--- src/rtl/hazard_pkg.sv ---
// Shared types and decode helpers for the pipeline hazard controller.
package hazard_pkg;

    typedef enum logic {
        HZ_IDLE     = 1'b0,
        HZ_MDU_WAIT = 1'b1
    } hz_state_e;

    // Register addresses are zero-extended to this width before comparison.
    localparam int MAX_AW = 32;
    localparam logic [MAX_AW-1:0] REG_ZERO = '0;

    function automatic logic is_taken(input logic jump,
                                      input logic beq,
                                      input logic bne,
                                      input logic eq,
                                      input logic ne);
        return jump | (beq & eq) | (bne & ne);
    endfunction

    function automatic logic is_load_use(input logic              ex_mem_read,
                                         input logic [MAX_AW-1:0] ex_rt,
                                         input logic [MAX_AW-1:0] id_rs,
                                         input logic [MAX_AW-1:0] id_rt,
                                         input logic              uses_rs,
                                         input logic              uses_rt);
        return ex_mem_read && (ex_rt != REG_ZERO) &&
               ((uses_rs && (id_rs == ex_rt)) || (uses_rt && (id_rt == ex_rt)));
    endfunction

endpackage

--- src/rtl/hazard_down_counter.sv ---
// Loadable down counter that stops at zero; load wins over decrement.
module hazard_down_counter #(
    parameter int W = 1
) (
    input  logic         clk,
    input  logic         rst_n,
    input  logic         load,
    input  logic [W-1:0] value,
    input  logic         dec,
    output logic         is_zero
);

    logic [W-1:0] cnt_q, cnt_d;

    always_comb begin
        cnt_d = cnt_q;
        if (load) begin
            cnt_d = value;
        end else if (dec && (cnt_q != '0)) begin
            cnt_d = cnt_q - W'(1);
        end
    end

    always_ff @(posedge clk or negedge rst_n) begin
        if (!rst_n) begin
            cnt_q <= '0;
        end else begin
            cnt_q <= cnt_d;
        end
    end

    assign is_zero = (cnt_q == '0);

endmodule

--- src/rtl/pipeline_hazard_ctrl.sv ---
// Hazard controller beside ID: control-transfer flush window, load-use stall,
// multi-cycle MDU freeze, and a saturating count of PC-stalled cycles.
module pipeline_hazard_ctrl #(
    parameter int REG_AW       = 5,
    parameter int FLUSH_CYCLES = 1,
    parameter int MDU_LATENCY  = 4,
    parameter int STAT_W       = 16
) (
    input  logic              clk,
    input  logic              rst_n,
    input  logic [REG_AW-1:0] id_rs,
    input  logic [REG_AW-1:0] id_rt,
    input  logic              id_uses_rs,
    input  logic              id_uses_rt,
    input  logic              ex_mem_read,
    input  logic [REG_AW-1:0] ex_rt,
    input  logic              jump,
    input  logic              branch_equal,
    input  logic              branch_not_equal,
    input  logic              equal,
    input  logic              not_equal,
    input  logic              mdu_start,
    output logic              pc_ld,
    output logic              IF_ID_write,
    output logic              id_ex_bubble,
    output logic              ex_freeze,
    output logic              flush,
    output logic              mdu_busy,
    output logic [STAT_W-1:0] stall_count
);

    import hazard_pkg::*;

    localparam int FLUSH_W = $clog2(FLUSH_CYCLES + 1);
    localparam int MDU_W   = $clog2(MDU_LATENCY + 1);
    localparam logic [FLUSH_W-1:0] FLUSH_LOAD = FLUSH_W'(FLUSH_CYCLES - 1);
    localparam logic [MDU_W-1:0]   MDU_LOAD   = MDU_W'((MDU_LATENCY > 1) ? MDU_LATENCY - 2 : 0);

    hz_state_e         state_q, state_d;
    logic [STAT_W-1:0] stall_q, stall_d;
    logic              flush_load, flush_dec, flush_zero;
    logic              mdu_load, mdu_dec, mdu_zero;
    logic              taken, load_use;
    logic              pc_ld_raw, if_id_raw, bubble_raw, freeze_raw, flush_raw;

    assign taken    = is_taken(jump, branch_equal, branch_not_equal, equal, not_equal);
    assign load_use = is_load_use(ex_mem_read, MAX_AW'(ex_rt), MAX_AW'(id_rs), MAX_AW'(id_rt),
                                  id_uses_rs, id_uses_rt);

    hazard_down_counter #(.W(FLUSH_W)) u_flush_cnt (
        .clk     (clk),
        .rst_n   (rst_n),
        .load    (flush_load),
        .value   (FLUSH_LOAD),
        .dec     (flush_dec),
        .is_zero (flush_zero)
    );

    hazard_down_counter #(.W(MDU_W)) u_mdu_cnt (
        .clk     (clk),
        .rst_n   (rst_n),
        .load    (mdu_load),
        .value   (MDU_LOAD),
        .dec     (mdu_dec),
        .is_zero (mdu_zero)
    );

    always_comb begin
        state_d    = state_q;
        pc_ld_raw  = 1'b1;
        if_id_raw  = 1'b1;
        bubble_raw = 1'b0;
        freeze_raw = 1'b0;
        flush_raw  = 1'b0;
        flush_load = 1'b0;
        mdu_load   = 1'b0;
        mdu_dec    = 1'b0;
        // The flush window keeps draining even while the MDU holds the pipe.
        flush_dec  = !flush_zero;

        if (state_q == HZ_MDU_WAIT) begin
            pc_ld_raw  = 1'b0;
            if_id_raw  = 1'b0;
            freeze_raw = 1'b1;
            if (mdu_zero) begin
                state_d = HZ_IDLE;
            end else begin
                mdu_dec = 1'b1;
            end
        end else if (!flush_zero) begin
            flush_raw = 1'b1;
        end else begin
            if (taken) begin
                flush_raw  = 1'b1;
                flush_load = 1'b1;
            end else if (load_use) begin
                pc_ld_raw  = 1'b0;
                if_id_raw  = 1'b0;
                bubble_raw = 1'b1;
            end
            if (mdu_start && (MDU_LATENCY > 1)) begin
                state_d  = HZ_MDU_WAIT;
                mdu_load = 1'b1;
            end
        end
    end

    always_comb begin
        stall_d = stall_q;
        if (!pc_ld_raw && (stall_q != {STAT_W{1'b1}})) begin
            stall_d = stall_q + STAT_W'(1);
        end
    end

    always_ff @(posedge clk or negedge rst_n) begin
        if (!rst_n) begin
            state_q <= HZ_IDLE;
            stall_q <= '0;
        end else begin
            state_q <= state_d;
            stall_q <= stall_d;
        end
    end

    // Reset forces a safe squash/hold pattern regardless of state.
    always_comb begin
        pc_ld        = pc_ld_raw;
        IF_ID_write  = if_id_raw;
        id_ex_bubble = bubble_raw;
        ex_freeze    = freeze_raw;
        flush        = flush_raw;
        mdu_busy     = (state_q == HZ_MDU_WAIT);
        if (!rst_n) begin
            pc_ld        = 1'b0;
            IF_ID_write  = 1'b0;
            id_ex_bubble = 1'b1;
            ex_freeze    = 1'b0;
            flush        = 1'b1;
            mdu_busy     = 1'b0;
        end
    end

    assign stall_count = stall_q;

endmodule

--- config.mk ---
export PLATFORM = sky130hd
export DESIGN_NAME = pipeline_hazard_ctrl
export DESIGN_NICKNAME = d
export VERILOG_FILES = /design/src/rtl/hazard_pkg.sv /design/src/rtl/hazard_down_counter.sv /design/src/rtl/pipeline_hazard_ctrl.sv
export SDC_FILE = /design/constraint.sdc
export NUM_CORES = 1
export LEC_CHECK = 0
export ABC_CLOCK_PERIOD_IN_PS = 1900
export CELL_PAD_IN_SITES_DETAIL_PLACEMENT = 1
export CELL_PAD_IN_SITES_GLOBAL_PLACEMENT = 1
export CORE_MARGIN = 1
export CORE_UTILIZATION = 31
export CTS_BUF_LIST = sky130_fd_sc_hd__clkbuf_4 sky130_fd_sc_hd__clkbuf_8
export CTS_CLUSTER_SIZE = 14
export DETAILED_ROUTE_END_ITERATION = 10
export PLACE_DENSITY_LB_ADDON = 0.12
export REMOVE_ABC_BUFFERS = 1
export SLEW_MARGIN = 5
export SYNTH_ARGS = -nofsm -noshare
export SYNTH_HDL_FRONTEND = slang
export SYNTH_SLANG_ARGS = --single-unit
--- constraint.sdc ---
create_clock -name clk -period 1.9 [get_ports clk]
set_clock_uncertainty 0.1 [all_clocks]
set_input_delay 0.38 -clock clk [delete_from_list [all_inputs] [get_ports clk]]
set_output_delay 0.38 -clock clk [all_outputs]
set_load 0.05 [all_outputs]
-- Word level (Yosys, flattened, before mapping)
Cells that the tools add are included.
- register bits after elaboration: 21
- bits in latches: 0
- RAM bits: 0
- bits in read-only memories: 0
- bits of input ports: 26
- word-level logic and storage cells: 55
- memories kept: 0
- add/sub/neg operators: 3
- multiply operators: 0
- divide/modulo/power cells: 0
- order comparisons: 0
- eq/ne operators: 3
- shift-type cells: 0
- multiplexer cells: 29
- bitwise operators: 4
- reductions and logical operators: 12
- operator list (cell ; number):
    $mux W1 ; 27
    $add A16 B1 Y16 const B ; 1
    $ne A16 B16 Y1 const B ; 1
    $eq A5 B5 Y1 ; 2
    $logic_and A1 B1 Y1 ; 6
    $mux W3 ; 2
    $reduce_bool A5 Y1 ; 1
    $logic_not A3 Y1 ; 1
    $reduce_bool A3 Y1 ; 1
    $sub A3 B1 Y3 const B ; 1
    $and A1 B1 Y1 ; 2
    $or A1 B1 Y1 ; 2
    $reduce_bool A2 Y1 ; 1
    $logic_not A1 Y1 ; 1
    $logic_or A1 B1 Y1 ; 1
    $sub A1 B1 Y1 const B ; 1

-- Depth between registers and ports, before layout
- depth in word-level cells: 10
- gate-level depth with buffers: 7
- depth with buffers taken out: 6

-- By module
A second synthesis with hierarchy kept.
- cells, all modules: 128
- area, all modules: 1253.7 um2
- modules (own cells, without submodules) (module ; times used ; cells an instance ; area an instance (um2) ; sequential area each (um2)):
    pipeline_hazard_ctrl ; 1 ; 105 ; 1018.5 ; 425.4
    hazard_down_counter (u_mdu_cnt) ; 1 ; 19 ; 190.2 ; 75.1
    hazard_down_counter (u_flush_cnt) ; 1 ; 4 ; 45.0 ; 25.0

-- Least setup slack after synthesis
Ideal clock, no wire load.
- path kind: input -> output
- from: input branch_equal
- to: output id_ex_bubble
- data arrival time: 2.060 ns
- slack: -0.640 ns
- stages: 5
- buffers on the path: 0
- cells stage by stage: a221oi_1 o211ai_1 inv_1 nand2_1 o21ai_0
- cells in the longest elaborated chain, start to end: 7
- RTL lines (element ; RTL line ; RTL):
    start: declaration ; pipeline_hazard_ctrl.sv:18 ; input logic branch_equal,
    $and A1 B1 Y1 ; hazard_pkg.sv:18 ; return jump | (beq & eq) | (bne & ne);
    $or A1 B1 Y1 (2 in a row) ; hazard_pkg.sv:18 ;
    $mux W1 ; pipeline_hazard_ctrl.sv:93 ; if (taken) begin
    $mux W1 ; pipeline_hazard_ctrl.sv:90 ; end else if (!flush_zero) begin
    $mux W1 ; pipeline_hazard_ctrl.sv:81 ; if (state_q == HZ_MDU_WAIT) begin
    $mux W1 ; pipeline_hazard_ctrl.sv:133 ; if (!rst_n) begin
    end: declaration ; pipeline_hazard_ctrl.sv:25 ; output logic id_ex_bubble,
No other way between the ends.

-- Worst setup path in the final report
- from: input ex_rt[2]
- to: output pc_ld
- cells in the longest elaborated chain, start to end: 9
- elaborated cells between the ends (all ways): 13
- those cells by class: eq/ne: 2; mux: 5; reduce/logical: 6
- RTL lines (element ; RTL line ; RTL):
    start: declaration ; pipeline_hazard_ctrl.sv:16 ; input logic [REG_AW-1:0] ex_rt,
    $eq A5 B5 Y1 ; hazard_pkg.sv:28 ; ((uses_rs && (id_rs == ex_rt)) || (uses_rt && (id_rt == ex_rt)));
    $logic_and A1 B1 Y1 ; hazard_pkg.sv:28 ;
    $logic_or A1 B1 Y1 ; hazard_pkg.sv:28 ;
    $logic_and A1 B1 Y1 * ; hazard_pkg.sv:27 ; return ex_mem_read && (ex_rt != REG_ZERO) &&
    $mux W1 * ; pipeline_hazard_ctrl.sv:96 ; end else if (load_use) begin
    $mux W1 * ; pipeline_hazard_ctrl.sv:93 ;
    $mux W1 * ; pipeline_hazard_ctrl.sv:90 ;
    $mux W1 * ; pipeline_hazard_ctrl.sv:81 ;
    $mux W1 * ; pipeline_hazard_ctrl.sv:133 ;
    end: declaration ; pipeline_hazard_ctrl.sv:23 ; output logic pc_ld,
Mark *: on every way between the ends. The rest lies on a longest branch, timed or not.

==> summary.txt <==
DPL Wire Length - 2870 µm
Die W - 66.0 µm
Clock Pin Slew Worst Setup and Hold Paths - 0.08 ns
Ys Warns - 0
Mean Syn Cell Area - 10.8 µm²
static leakage - 1.03 nW
design area - 0.00220 mm²
Hold EP - stall_count[15]
Final Hold Fails - 0
top achievable clock speed - 457 MHz
r2r setup slk - -0.04 ns
DRT iter0 DRCs - 12
status - complete, but fails checks
clk root buf - clkbuf_8
post-synth top area share - 39.4%
Routed WL - 3910 µm
r2r endpoint - stall_count[9]
CTS Buffer Depth - 2
crit share post-route - 115%
Detail Route Antenna Nets - 0
GR Util met2 - 35.2%
vias in the first global route - 1294
crit path cell chain - buf_6 -> or4_4 -> o211ai_1 -> inv_1 -> nand2_2 -> and3_4 -> buf_12
flop and latch count out of synthesis - 20
final setup margin - -0.287 ns
share of layout cells above drive strength 1 - 49.7%
slowest stage delay, CP - 0.53 ns
P&R area growth vs syn - 73.6%
total chip power - 2.54 mW
GR Overflow Total - 0
Pwr Density - 1160 mW/mm²
Synth area leader - dfrtp_1
most frequent cell after synthesis - xnor2_1
IO Port Bufs - 47
ranking of synthesized cells by area - dfrtp_1 39%, xnor2_1 17%, nand3_2 6.3%, and3_1 3.0%, ha_1 3.0%
CTS hold repair buffers - 0
worst slew pin tran - 0.308 ns
Top FF cell, synth - dfrtp_1
Post-synth EDFFs - 0
CP max FO - 2
M3 GR Usage - 2.93%
Final Setup Violations - 17
Max rail drop VDD - 972 µV
fin cells - 239
Worst EP required - 1.42 ns
chip height - 66.0 µm
unique cell type count in the Yosys netlist - 33
Slew Viols, Final - 0
RSZ-0062 raised after global routing - yes
Initial Util - 33.4%
Hold Path Stages - 1
worst path arrival time - 1.71 ns
largest net degree at the start of global routing - 17
CTS tree - done
Num CTS Buffers - 3
Syn Std Cell Area - 0.00127 mm²
H-tree depth - 1
met1 GRT Util - 24.2%
fillers - 407
fin nets - 221
number of top-level pins - 48
cell count after synthesis - 118
area of the multi-input gates - 875 µm²
DP Area - 0.00190 mm²
TritonRoute pass-1 iters - 4
initial antenna violation count - 0
Via density - 4.86
Slew HR - 79.4%
crit start category - input port
Crit. End Element - primary output
DRC viols - 0
Tmin final - 2.19 ns
Die Area - 0.00435 mm²
FF-to-FF Start - stall_count[0]
slowest cell on the critical path - or4_4
commonest cells in the synthesized netlist - 25 x xnor2_1, 20 x dfrtp_1, 8 x nand2_1, 8 x nand3_2, 6 x and3_1
Site Rows - 22
GRT Total Usage - 19.6%
Hold Path Class - flop to flop
critical path class - input port to primary output
core area - 0.00380 mm²
global-route wire length before repair - 6380 µm
gr busiest metal - met2
Clock Sinks - 20
Ant. Diodes - 0
placed insts - 229
routed vias - 1162
Register-to-Register Path Depth - 7
sequential-to-total area share from yosys stat - 39.4%
register area - 500 µm²
average wire per standard cell - 16.4 µm
number of maximum-capacitance violations - 0
GP Congestion - 0.754
Min Hold Slack - 0.413 ns
asr flop ratio synth - 100%
launch point of the worst hold path - stall_count[15]
failing checks - negative setup slack
Skew-Pair Late Insertion Delay - 0.26 ns
-- placed cells by master (no fill, tap or decap), types with 2 or more instances in the layout --
master           netlist  layout
buf_4                  2      38
dfrtp_1               20      20
xnor2_1               25      16
dlygate4sd2_1          0      15
xnor2_2                0       9
nand2_1                8       6
buf_6                  1       6
inv_1                  5       5
nor2_1                 5       5
and3_1                 6       5
nand3_4                0       5
clkdlybuf4s50_1        0       5
nand4_1                4       4
nand3_2                8       4
buf_12                 1       4
and3_2                 3       3
nand4_4                1       3
ha_1                   3       3
clkbuf_8               0       3
a21oi_1                2       2
o21ai_0                3       2
nand2_2                1       2
and3_4                 1       2
nand3_1                3       2
mux2_4                 0       2
buf_2                  0       2
-- critical path: cells and delay by family --
kind	cells	cell delay [ns]
AND/OR/NAND/NOR	3	0.82
buffers and inverters	3	0.33
AO/OA/AOI/OAI	1	0.18
-- worst max path at each step --
stage / from / endpoint / slack [ns] / depth (start not counted)
after detailed placement: ex_rt[1] / pc_ld / -0.77 / 7
after global routing: ex_rt[2] / pc_ld / -0.37 / 7
final: ex_rt[2] / pc_ld / -0.29 / 7
after global placement: ex_rt[1] / pc_ld / -0.70 / 7
after floorplan: branch_equal / id_ex_bubble / -0.64 / 5
after CTS: ex_rt[2] / pc_ld / -0.32 / 7
-- through the flow --
step / util (%) / worst slack (ns) / setup TNS (ns)
finish: 58.0 / -0.287 / -1.35
global placement: 50.0 / -0.696 / -9.88
detailed placement: 50.0 / -0.773 / -11.40
global route: 58.0 / -0.365 / -2.85
CTS: 55.6 / -0.319 / -1.55
floorplan: - / -0.640 / -5.69
-- cell type report --
type	instances	share of cell area [%]
clock buffer	3	1.88
timing repair buffer	73	30.7
multi-input combinational	89	39.7
tap	48	2.73
sequential	20	22.7
inverter	5	0.852
clock inverter	1	1.36
-- report_power, final --
group,switching [mW],internal (mW)
Combinational,0.792,0.657
Sequential,0.121,0.546
Clock,0.146,0.281
-- state kept, by name, summed over array words and instances (netlist names) --
register	flops
state_q	1
stall_count	16
u_mdu_cnt.cnt_q	3
-- what timing repair did --
action	in CTS	in global routing
endpoints found under the setup margin	20	20
pin swaps	24	6
resized for setup	61	11
endpoints found under the hold margin	0	0
setup buffers	11	1
cloned	1	0
-- kinds of logic (layout without fill, tap and decap cells) --
kind of cell,count (synthesis),in the layout,synth area share (%)
DFF,20,20,39.4
adders and majority gates,3,3,2.96
muxes,3,3,2.56
and+or+nand+nor,47,47,26.4
buffers and inverters,9,82,5.13
AOI/OAI and AO/OA,11,11,6.21
xor gates and xnor gates,25,25,17.3
-- metal layers --
layer / part of all wire (%) / up-vias
met2: 53 / 28
li1: - / 560
met3: 3.6 / 2
met1: 43 / 572
met5: 0 / -
met4: 0.46 / 0
No activity file was read; power rests on OpenSTA's default activity.
